### config.mk
export PLATFORM = sky130hd
export DESIGN_NAME = fetch_unit
export DESIGN_NICKNAME = d
export VERILOG_FILES = /design/src/rtl/fetch_pkg.sv /design/src/rtl/fetch_predict.sv /design/src/rtl/fetch_unit.sv
export SDC_FILE = /design/constraint.sdc
export NUM_CORES = 1
export LEC_CHECK = 0
export BUFFER_PORTS_ARGS = -buffer_cell sky130_fd_sc_hd__buf_2
export CORE_MARGIN = 10
export CORE_UTILIZATION = 41
export CTS_BUF_LIST = sky130_fd_sc_hd__clkbuf_2
export DETAILED_ROUTE_END_ITERATION = 10
export PLACE_DENSITY_LB_ADDON = 0.2
export SYNTH_ARGS = -nofsm -noshare
export SYNTH_HDL_FRONTEND = slang
export SYNTH_HIERARCHICAL = 1
export SYNTH_SLANG_ARGS = --single-unit
### constraint.sdc
create_clock -name CLK -period 3.8 [get_ports CLK]
set_input_delay 0.38 -clock CLK [delete_from_list [all_inputs] [get_ports CLK]]
set_output_delay 0.38 -clock CLK [all_outputs]
set_load 0.05 [all_outputs]
### src/rtl/fetch_pkg.sv
// rtl/fetch_pkg.sv - fetch stage state encoding, opcode constants and NOP word
package fetch_pkg;

    typedef enum logic [1:0] {
        ST_ISSUE = 2'd0,
        ST_WAIT  = 2'd1,
        ST_FULL  = 2'd2,
        ST_DROP  = 2'd3
    } fetch_state_t;

    localparam logic [5:0] OP_J    = 6'h02;
    localparam logic [5:0] OP_BEQ  = 6'h04;
    localparam logic [5:0] OP_BNE  = 6'h05;
    localparam logic [5:0] OP_BLEZ = 6'h06;
    localparam logic [5:0] OP_BGTZ = 6'h07;

    localparam logic [31:0] NOP_WORD = 32'h0000_0000;

    function automatic logic is_cond_branch(input logic [5:0] op);
        return (op == OP_BEQ) || (op == OP_BNE) || (op == OP_BLEZ) || (op == OP_BGTZ);
    endfunction

endpackage

### src/rtl/fetch_predict.sv
// rtl/fetch_predict.sv - static BTFN predictor: jumps and backward branches taken
module fetch_predict
    import fetch_pkg::*;
(
    input  logic [31:0] instr,
    input  logic [31:0] pc,
    output logic        taken,
    output logic [31:0] target
);

    logic [31:0] pc_plus4;
    logic [31:0] branch_offset;

    assign pc_plus4      = pc + 32'd4;
    assign branch_offset = {{14{instr[15]}}, instr[15:0], 2'b00};

    always_comb begin
        taken  = 1'b0;
        target = pc_plus4;
        if (instr[31:26] == OP_J) begin
            taken  = 1'b1;
            target = {pc_plus4[31:28], instr[25:0], 2'b00};
        end else if (is_cond_branch(instr[31:26]) && instr[15]) begin
            taken  = 1'b1;
            target = pc_plus4 + branch_offset;
        end
    end

endmodule

### src/rtl/fetch_unit.sv
// rtl/fetch_unit.sv - instruction fetch stage feeding the IF/ID register
// Optional static prediction enabled by defining FETCH_PREDICT_EN.
module fetch_unit
    import fetch_pkg::*;
#(
    parameter logic [31:0] RESET_VECTOR = 32'hBFC0_0000
) (
    input  logic        CLK,
    input  logic        RESET,
    input  logic        STALL,
    input  logic        FLUSH,
    input  logic [31:0] Redirect_Addr_IN,
    output logic        Imem_Req_OUT,
    output logic [31:0] Imem_Addr_OUT,
    input  logic        Imem_Valid_IN,
    input  logic [31:0] Imem_Data_IN,
    output logic [31:0] Instr1_IF,
    output logic [31:0] Instr_PC_IF,
    output logic [31:0] Instr_PC_Plus4_IF,
    output logic        Instr_Valid_IF,
    output logic        Pred_Taken_IF
);

    fetch_state_t state;
    logic [31:0]  pc;
    logic [31:0]  pc_plus4;
    logic [31:0]  next_pc;
    logic         pred_taken;
    logic [31:0]  pred_target;

    assign pc_plus4 = pc + 32'd4;

`ifdef FETCH_PREDICT_EN
    fetch_predict u_predict (
        .instr  (Imem_Data_IN),
        .pc     (pc),
        .taken  (pred_taken),
        .target (pred_target)
    );
`else
    assign pred_taken  = 1'b0;
    assign pred_target = pc_plus4;
`endif

    assign next_pc = pred_taken ? pred_target : pc_plus4;

    // Request is a pure decode of state so it drops the instant reset asserts.
    assign Imem_Req_OUT  = (state == ST_ISSUE) && RESET;
    assign Imem_Addr_OUT = pc;

    always_ff @(posedge CLK or negedge RESET) begin
        if (!RESET) begin
            state             <= ST_ISSUE;
            pc                <= RESET_VECTOR;
            Instr1_IF         <= NOP_WORD;
            Instr_PC_IF       <= 32'd0;
            Instr_PC_Plus4_IF <= 32'd0;
            Instr_Valid_IF    <= 1'b0;
            Pred_Taken_IF     <= 1'b0;
        end else begin
            case (state)
                ST_ISSUE: begin
                    // The request already went out this cycle, so a flush must wait out its response.
                    if (FLUSH) begin
                        pc    <= Redirect_Addr_IN;
                        state <= ST_DROP;
                    end else begin
                        state <= ST_WAIT;
                    end
                end
                ST_WAIT: begin
                    if (FLUSH) begin
                        pc                <= Redirect_Addr_IN;
                        Instr1_IF         <= NOP_WORD;
                        Instr_PC_IF       <= 32'd0;
                        Instr_PC_Plus4_IF <= 32'd0;
                        Instr_Valid_IF    <= 1'b0;
                        Pred_Taken_IF     <= 1'b0;
                        state             <= Imem_Valid_IN ? ST_ISSUE : ST_DROP;
                    end else if (Imem_Valid_IN) begin
                        Instr1_IF         <= Imem_Data_IN;
                        Instr_PC_IF       <= pc;
                        Instr_PC_Plus4_IF <= pc_plus4;
                        Instr_Valid_IF    <= 1'b1;
                        Pred_Taken_IF     <= pred_taken;
                        pc                <= next_pc;
                        state             <= ST_FULL;
                    end
                end
                ST_FULL: begin
                    if (FLUSH || !STALL) begin
                        if (FLUSH) begin
                            pc <= Redirect_Addr_IN;
                        end
                        Instr1_IF         <= NOP_WORD;
                        Instr_PC_IF       <= 32'd0;
                        Instr_PC_Plus4_IF <= 32'd0;
                        Instr_Valid_IF    <= 1'b0;
                        Pred_Taken_IF     <= 1'b0;
                        state             <= ST_ISSUE;
                    end
                end
                ST_DROP: begin
                    if (FLUSH) begin
                        pc <= Redirect_Addr_IN;
                    end
                    if (Imem_Valid_IN) begin
                        state <= ST_ISSUE;
                    end
                end
                default: state <= ST_ISSUE;
            endcase
        end
    end

endmodule

==> impl_metrics.toml, run 1 <==
[status]
outcome = "complete, no violations"

[timing]
hold_viol_final = 0
fmax_ghz = 0.338
rsz0062_at_grt = "no"
worst_pin_slew_ns = 1.06
finalCriticalPeriod_ns = 2.96
report.final.slew_viol_count = 0
finClkSkew_ns = 0.0255
fin_crit_sh_pct = 77.8
timing.slew.headroom_pct = 29.0
setup_viol = 0
fin_setup_tns_ns = 0

[global_routing]
overflow = 0
grtUsageTotal_pct = 18.9
grt_pass1_vias = 5487
grt_first_pass_wirelength_um = 30200
grt_antenna_before_repair = 1
grt_max_degree = 76

[die]
die-height_um = 140
chipWidth_um = 140
rows = 43
die_area_um2 = 19500
start_util_pct = 42.0
io_pins = 200
core_um2 = 14000

[yosys]
synth-adder-area-share_pct = 1.28
synth_top_family_by_area = "compound AO/OA/AOI/OAI gates"
yosysSeqAreaShare_pct = 55.1
async_flop_share_pct = 100
synthMuxAreaShare_pct = 0
ys_warn_count = 6
synth.top_cell.area_share_pct = 51.1
synth_most_common_cell = "dfrtp_1"
syn-num-nets = 599
yosysTopAreaCell = "dfrtp_1"
synth-compound-area-share_pct = 19.8
ys_ff_latch = 129
synth_edf_count = 0
synth_simple_gate_area_share_pct = 12.6
synth_flop_cell = "dfrtp_1"
synth_xor_area_share_pct = 6.56
syn-cell-area_um2 = 5880
synthDistinctLibCells = 44
postSynthCellCount = 524
synthTopCellsByCount = "120 x dfrtp_1, 95 x a22o_1, 41 x nand2_1"
synthTopCellsByArea = "dfrtp_1 51%, a22o_1 14%, dfstp_2 4.0%"
synth_area_per_cell_um2 = 11.2

[worst_setup_path]
end_kind = "register"
r2r_cells = 7
critPathKind = "register to register"
arrival_ns = 3.60
critPathMaxFanout = 10
cp-start-kind = "register"
rr_startpoint = "Imem_Addr_OUT[2]"
cp_data_required_time_ns = 4.44
reg2reg_slack_ns = 0.84
r2r_end = "Imem_Addr_OUT[24]"

[routing]
avgViaCountPerCell = 5.44
drcViolationCount = 0
routedWlPerCell_um = 19.5
drt_pass1_iterations = 5
wl_um = 18800
drt_iter0_drc = 365
ant_nets = 0
vias = 5244

[finish]
final_nets = 845
layout.area.seq_um2 = 3240
drive_above_1_share_pct = 32.8
syn2layout_area_growth_pct = 34.2
n_fill_cell = 1241
multi_input_area_um2 = 2390

[power]
p_total_uw = 6080
leakagePower_uw = 0.00399
power_per_cell_area_nw_per_um2 = 770
ir_worst_vdd_mv = 0.400

[run]
maxCapViolations = 0

[min_path]
min-delay-start = "FLUSH"
hold_path_class = "input port to register"
hold_depth = 4
min_to = "Imem_Addr_OUT[29]"

[cts]
cts-root-buf = "clkbuf_2"
cts_resized = 0
cts_max_level = 4
clock_latency_ns = 0.72
clock-sinks = 129
cts_tree = "built"
clockBufferDepth = 2
clk_pin_slew_ns = 0.19
numCtsBuffers = 17

[placed_design]
place.gp.congestion = 0.856
portBuffers = 198
hpwlAfterDp_um = 12800
-- how the worst max path moves through the flow --
stage,slack [ns],cells after the start,startpoint,endpoint
2_1_floorplan,1.38,6,Imem_Addr_OUT[2],Imem_Addr_OUT[20]
3_3_place_gp,1.21,6,state[1],Instr1_IF[24]
3_5_place_dp,1.04,6,state[1],Instr1_IF[17]
4_1_cts,0.90,7,Imem_Addr_OUT[2],Imem_Addr_OUT[26]
5_1_grt,0.67,7,Imem_Addr_OUT[2],Imem_Addr_OUT[24]
6_report,0.84,7,Imem_Addr_OUT[2],Imem_Addr_OUT[24]
-- logic make-up after synthesis --
| kind of cell | Yosys count |
|---|---|
| simple gates | 135 |
| buf+inv | 58 |
| other cells | 1 |
| fa+ha+maj | 6 |
| xor+xnor | 44 |
| compound gates | 151 |
| flops | 129 |
-- report_power, final --
group	internal [uW]	total (uW)	leakage, uW	switching (uW)
clock network	354	864	0.000131	510
registers	1770	2120	0.00169	348
logic	784	3090	0.00216	2310
-- final cells by class --
type                            instances  area share (%)
Sequential cell                       129            41.1
Multi-Input combinational cell        337            30.3
Timing Repair Buffer                  277            22.3
Tap cell                              180            2.85
Clock inverter                         14            1.87
Clock buffer                           18            1.14
Inverter                                8           0.381
Antenna cell                            1          0.0317
-- flip-flops by register name (all words and copies together) (netlist names) --
name,cells
Imem_Addr_OUT,32
state,2
Instr1_IF,32
Instr_PC_IF,32
Instr_PC_Plus4_IF,30
Instr_Valid_IF,1
-- what timing repair did --
action,CTS,global route
hold endpoints to repair,118,0
setup endpoints to repair,0,0
setup buffers,0,0
hold buffers,69,0
-- per-layer routing --
metal  vias up  wire, um  track usage (%)
li1       2412         -                -
met1      2564      8190             23.5
met2       239      8890             30.3
met3        29      1370             5.51
met4         0       368             7.12
met5         -         0                0
-- worst max-delay path: stages, from the launching register on --
cell	delay, ns
dfrtp_1	0.58
ha_1	0.34
nand3_4	0.17
nor3_2	0.65
nand2_1	0.16
o32ai_1	0.32
dlygate4sd3_1	0.60
a21oi_1	0.05
-- cells in the final DEF, fill, tap and decap left out, types with 3 or more instances in the layout --
master,instances
a211oi_1,5
a21oi_1,13
a22o_1,95
and3_1,10
buf_2,197
buf_4,10
bufinv_16,3
clkbuf_2,18
clkinv_1,6
clkinvlp_4,4
dfrtp_1,120
dfstp_2,9
dlygate4sd3_1,69
ha_1,6
inv_1,6
nand2_1,41
nand3_1,14
nand4_1,16
nand4_2,3
nor2_1,21
nor3_1,11
o21ai_0,14
o21ai_1,8
o22ai_1,6
or3_1,3
xnor2_1,27
xor2_1,17
-- through the flow --
stage / hold WS [ns] / util (%) / cell area [um2] / setup slack (ns) / cells
global route: 0.0394 / 56.4 / 7890 / 0.672 / 964
floorplan: 0.0844 / - / 5880 / 1.38 / 524
global placement: 0.361 / 49.7 / 6960 / 1.21 / 862
CTS: 0.0140 / 56.4 / 7890 / 0.898 / 963
detailed placement: 0.376 / 49.7 / 6960 / 1.04 / 862
finish: 0.0799 / 56.4 / 7890 / 0.844 / 964
Note: power is estimated with default switching activity, not from simulation.
==> run 2: changes to the inputs <==
Clock period 3.8 ns to 3 ns, I/O delays scaled along.
==> impl_metrics.toml, run 2 (synthesis results as in run 1) <==
[timing]
finalCriticalPeriod_ns = 2.43
fin_setup_tns_ns = 0
finClkSkew_ns = 0.0280
fmax_ghz = 0.411
setup_viol = 0
rsz0062_at_grt = "no"
timing.slew.headroom_pct = 50.4
fin_crit_sh_pct = 81.1
report.final.slew_viol_count = 0
worst_pin_slew_ns = 0.743
hold_viol_final = 0

[cts]
clk_pin_slew_ns = 0.19
cts_max_level = 4
cts_tree = "built"
cts-root-buf = "clkbuf_2"
clock-sinks = 129
clock_latency_ns = 0.73
cts_hold_buffers = 65
numCtsBuffers = 17
cts_resized = 0
post_cts_buffers = 0
clockBufferDepth = 2

[worst_setup_path]
critical_path.top_delay_family = "buffers and inverters"
critPathMaxStageDelay_ns = 0.58
crit_buf_inv = 2
end_kind = "register"
cp-start-kind = "register"
critPathMaxFanout = 60
arrival_ns = 3.09
path_cells = "inv_1 -> ha_1 -> nand2_1 -> nor3b_4 -> buf_4 -> a22o_1"
slowest_stage = "buf_4"
cp_data_required_time_ns = 3.66
critPathKind = "register to register"

[run]
maxCapViolations = 0

[status]
outcome = "complete, no violations"

[finish]
final_nets = 840
n_antenna_cell = 0
syn2layout_area_growth_pct = 33.5
drive_above_1_share_pct = 33.4
final_common_cell = "buf_2"
design_area_um2 = 7840
layout_common_cells = "197 x buf_2, 120 x dfrtp_1, 95 x a22o_1"

[global_routing]
grt_antenna_before_repair = 0
overflow = 0
grt_max_degree = 130
grtUsageTotal_pct = 18.8
grt_pass1_vias = 5469
grt_first_pass_wirelength_um = 29900

[die]
start_util_pct = 42.0
die-height_um = 140
die_area_um2 = 19500
core_um2 = 14000
chipWidth_um = 140
rows = 43
io_pins = 200

[power]
leakagePower_uw = 0.00395
ir_worst_vdd_mv = 0.471
power_per_cell_area_nw_per_um2 = 974

[placed_design]
hpwlAfterDp_um = 12900
placed_area_um2 = 6960
portBuffers = 198
place.gp.congestion = 0.846

[routing]
ant_nets = 0
drcViolationCount = 0
vias = 5166
drt_iter0_drc = 499
routedWlPerCell_um = 19.6
avgViaCountPerCell = 5.39
wl_um = 18700
drt_pass1_iterations = 5

[min_path]
hold_path_class = "input port to register"
run 2: cell count changes in the layout (fill, tap and decap cells not counted), sizes merged:
cell,change
dlygate4sd3,-4
clkbuf,-1
clkinvlp,+2
buf,-1
bufinv,-1
diode,-1
run 2: metrics by stage:
stage               hold slack [ns]  util (%)  instances  total power [uW]  setup slack, ns
floorplan                   0.00441         -        524              5560            0.583
global placement              0.456      49.8        861              6520            0.763
detailed placement            0.465      49.8        861              6590            0.650
CTS                        0.000125      56.1        958              7710            0.608
global route                0.00674      56.1        958              8050            0.470
finish                       0.0686      56.1        958              7640            0.568
run 2: area by class of cell:
| class | count | area (um2) |
|---|---|---|
| fill | 1250 | 6140 |
| multi-input combinational | 337 | 2390 |
| clock buffer | 17 | 85.1 |
| inverter | 8 | 30.0 |
| timing repair buffer | 272 | 1730 |
| clock inverter | 15 | 145 |
| sequential | 129 | 3240 |
| tap | 180 | 225 |
run 2: path summary, 6_finish.rpt:
check | startpoint | to | slack, ns | depth (start not counted)
max | state[1] | Instr1_IF[11] | 0.57 | 6
min | Imem_Valid_IN | state[0] | 0.07 | 3
max reg2reg | state[1] | Instr1_IF[11] | 0.57 | 6
min reg2reg | Instr_Valid_IF | Instr_Valid_IF | 0.50 | 1
max in group asynchronous | RESET | Imem_Addr_OUT[2] | 2.25 | 3
min in group asynchronous | RESET | Imem_Addr_OUT[0] | 0.20 | 3
run 2: metal layers:
layer	global-route usage (%)	part of all wire [%]
met5	0	0
met4	7.01	2.0
met3	6.74	8.0
met2	29.4	46
met1	23.2	44
run 2: power by group:
group	internal (uW)	total, uW	leakage (uW)	switching [uW]
clock network	370	1040	0.000123	667
registers	2250	2690	0.00169	445
logic	989	3910	0.00214	2920
total	3610	7640	0.00395	4040
run 2: worst reg2reg max path, delay by kind of cell, from the launching register on:
family	cells	cell delay, ns
adder cells (fa/ha/maj)	1	0.34
AO/OA/AOI/OAI	1	0.28
buffers and inverters	2	0.72
flip-flops	1	0.45
AND/OR/NAND/NOR	2	0.59
==> run 3: changes to the inputs <==
Settings changed: ABC_AREA set to 1.
Clock period 3 ns to 2.35 ns, I/O delays scaled along.
==> impl_metrics.toml, run 3 <==
[status]
outcome = "complete, no violations"

[min_path]
hold_depth = 6
hold_path_class = "input port to register"
min-delay-start = "STALL"

[routing]
vias = 5881
drt_iter0_drc = 444
avgViaCountPerCell = 4.92
wl_um = 20800
drcViolationCount = 0
ant_nets = 0
routedWlPerCell_um = 17.4
drt_pass1_iterations = 5

[yosys]
yosysTopAreaCell = "dfrtp_1"
synth_most_common_cell = "nand2_1"
synth_flop_cell = "dfrtp_1"
syn-cell-area_um2 = 6200
synth_area_per_cell_um2 = 8.39
postSynthCellCount = 739
synthTopCellsByArea = "dfrtp_1 48%, nand2_1 16%, a22o_1 5.4%"
synthDistinctLibCells = 31
syn-num-nets = 814
synthTopCellsByCount = "268 x nand2_1, 120 x dfrtp_1, 68 x nor2_1"
synth_edf_count = 0
async_flop_share_pct = 100
ys_warn_count = 6
ys_ff_latch = 129
synth.top_cell.area_share_pct = 48.5
yosysSeqAreaShare_pct = 52.3

[finish]
layout.area.seq_um2 = 3240
final_nets = 1074
n_antenna_cell = 0
drive_above_1_share_pct = 27.8
multi_input_area_um2 = 2530
n_fill_cell = 1386
fin_cells = 1195
syn2layout_area_growth_pct = 32.3
final_common_cell = "nand2_1"
layout_common_cells = "268 x nand2_1, 197 x buf_2, 120 x dfrtp_1"

[worst_setup_path]
cp_data_required_time_ns = 2.12
end_kind = "output port"
critPathMaxStageDelay_ns = 0.46
rr_startpoint = "state[0]"
crit_buf_inv = 3
r2r_cells = 9
critPathKind = "register to output port"
path_cells = "inv_1 -> ha_1 -> nand2_1 -> inv_1 -> buf_2"
worst-path-stages = 5
slowest_stage = "dfrtp_1"
crit_path_frequent_cell = "inv_1"
critPathMaxFanout = 4
cp-start-kind = "register"
arrival_ns = 1.80
crit_path_start = "state[1]"
critical_path.top_delay_family = "flip-flops"

[die]
core_um2 = 14700
io_pins = 200
rows = 44
chipWidth_um = 143
die_area_um2 = 20400
start_util_pct = 42.2
die-height_um = 143

[cts]
cts_tree = "built"
clock-sinks = 129
numCtsBuffers = 17
cts_max_level = 4
post_cts_buffers = 0
clock_latency_ns = 0.72
cts_resized = 0
clockBufferDepth = 2
cts-root-buf = "clkbuf_2"
clk_pin_slew_ns = 0.19

[placed_design]
portBuffers = 198
dp.cells = 1097
hpwlAfterDp_um = 14900
place.gp.congestion = 0.879
pre_cts_ws_ns = 0.566

[timing]
report.final.slew_viol_count = 0
rsz0062_at_grt = "no"
fin_crit_sh_pct = 86.6
hold_viol_final = 0
fin_setup_tns_ns = 0
fmax_ghz = 0.491
setup_viol = 0
finClkSkew_ns = 0.0275
fin_ws_ns = 0.315
finalCriticalPeriod_ns = 2.04
worst_pin_slew_ns = 0.619
timing.slew.headroom_pct = 58.7

[power]
power_per_cell_area_nw_per_um2 = 1250
leakagePower_uw = 0.00448
ir_worst_vdd_mv = 0.888

[global_routing]
grt_pass1_vias = 5840
overflow = 0
grt_first_pass_wirelength_um = 32500
grt_antenna_before_repair = 0
grtUsageTotal_pct = 20.3
grt_max_degree = 84

[run]
maxCapViolations = 0
## run 3: worst min-delay path: cells and delay by family
family          cells  cell delay (ns)
compound gates      3             0.37
simple gates        2             0.14
buf+inv             1             0.08
## run 3: per-layer routing
metal  part of all wire [%]  routed length [um]  vias to the layer above  GRT usage [%]
met2                     47                9870                      212           31.5
met5                      0                   0                        -              0
met3                    8.4                1750                       29           6.53
li1                       -                   -                     2884              -
met1                     42                8820                     2756           26.3
met4                    1.9                 387                        0           6.41
## run 3: area by class of cell
| type | count | area share [%] |
|---|---|---|
| multi-input combinational | 523 | 30.9 |
| sequential | 129 | 39.5 |
| clock buffer | 18 | 1.10 |
| inverter | 52 | 2.40 |
| clock inverter | 13 | 1.48 |
| tap | 184 | 2.81 |
| timing repair buffer | 276 | 21.8 |
## run 3: where the power goes
part / total (uW) / internal, uW / leakage, uW / switching, uW
clock: 1310 / 465 / 0.000124 / 849
sequential: 3460 / 2890 / 0.00169 / 565
combinational: 5490 / 1270 / 0.00266 / 4220
total: 10300 / 4630 / 0.00448 / 5640
## run 3: path summary, 6_finish.rpt
path / to / slack (ns)
setup / recovery: Imem_Req_OUT / 0.31
hold / removal: state[0] / 0.13
setup reg to reg: Imem_Addr_OUT[1] / 0.52
hold reg to reg: Instr_Valid_IF / 0.49
max in group asynchronous: Instr_PC_IF[21] / 1.67
min in group asynchronous: Imem_Addr_OUT[7] / 0.14
## run 3: what timing repair did
action	in CTS	in global routing
endpoints found under the setup margin	0	0
endpoints found under the hold margin	193	0
hold buffers	67	0
## run 3: cell families after synthesis
kind of cell    after synthesis  share of synthesized area [%]
flops                       129                           52.3
compound gates              117                           12.2
buf+inv                      87                           6.82
simple gates                392                           26.4
other cells                   1                         0.0605
xor+xnor                      7                          0.989
fa+ha+maj                     6                           1.21
## run 3: metrics by stage
stage	hold slack, ns	area (um2)	utilization [%]	power (uW)
2_1_floorplan	-0.0606	6200	-	7510
3_5_place_dp	0.368	7320	49.8	8930
5_1_grt	0.121	8200	55.8	10900
4_1_cts	0.0644	8200	55.8	10300
6_report	0.132	8200	55.8	10300
3_3_place_gp	0.368	7320	49.8	8890
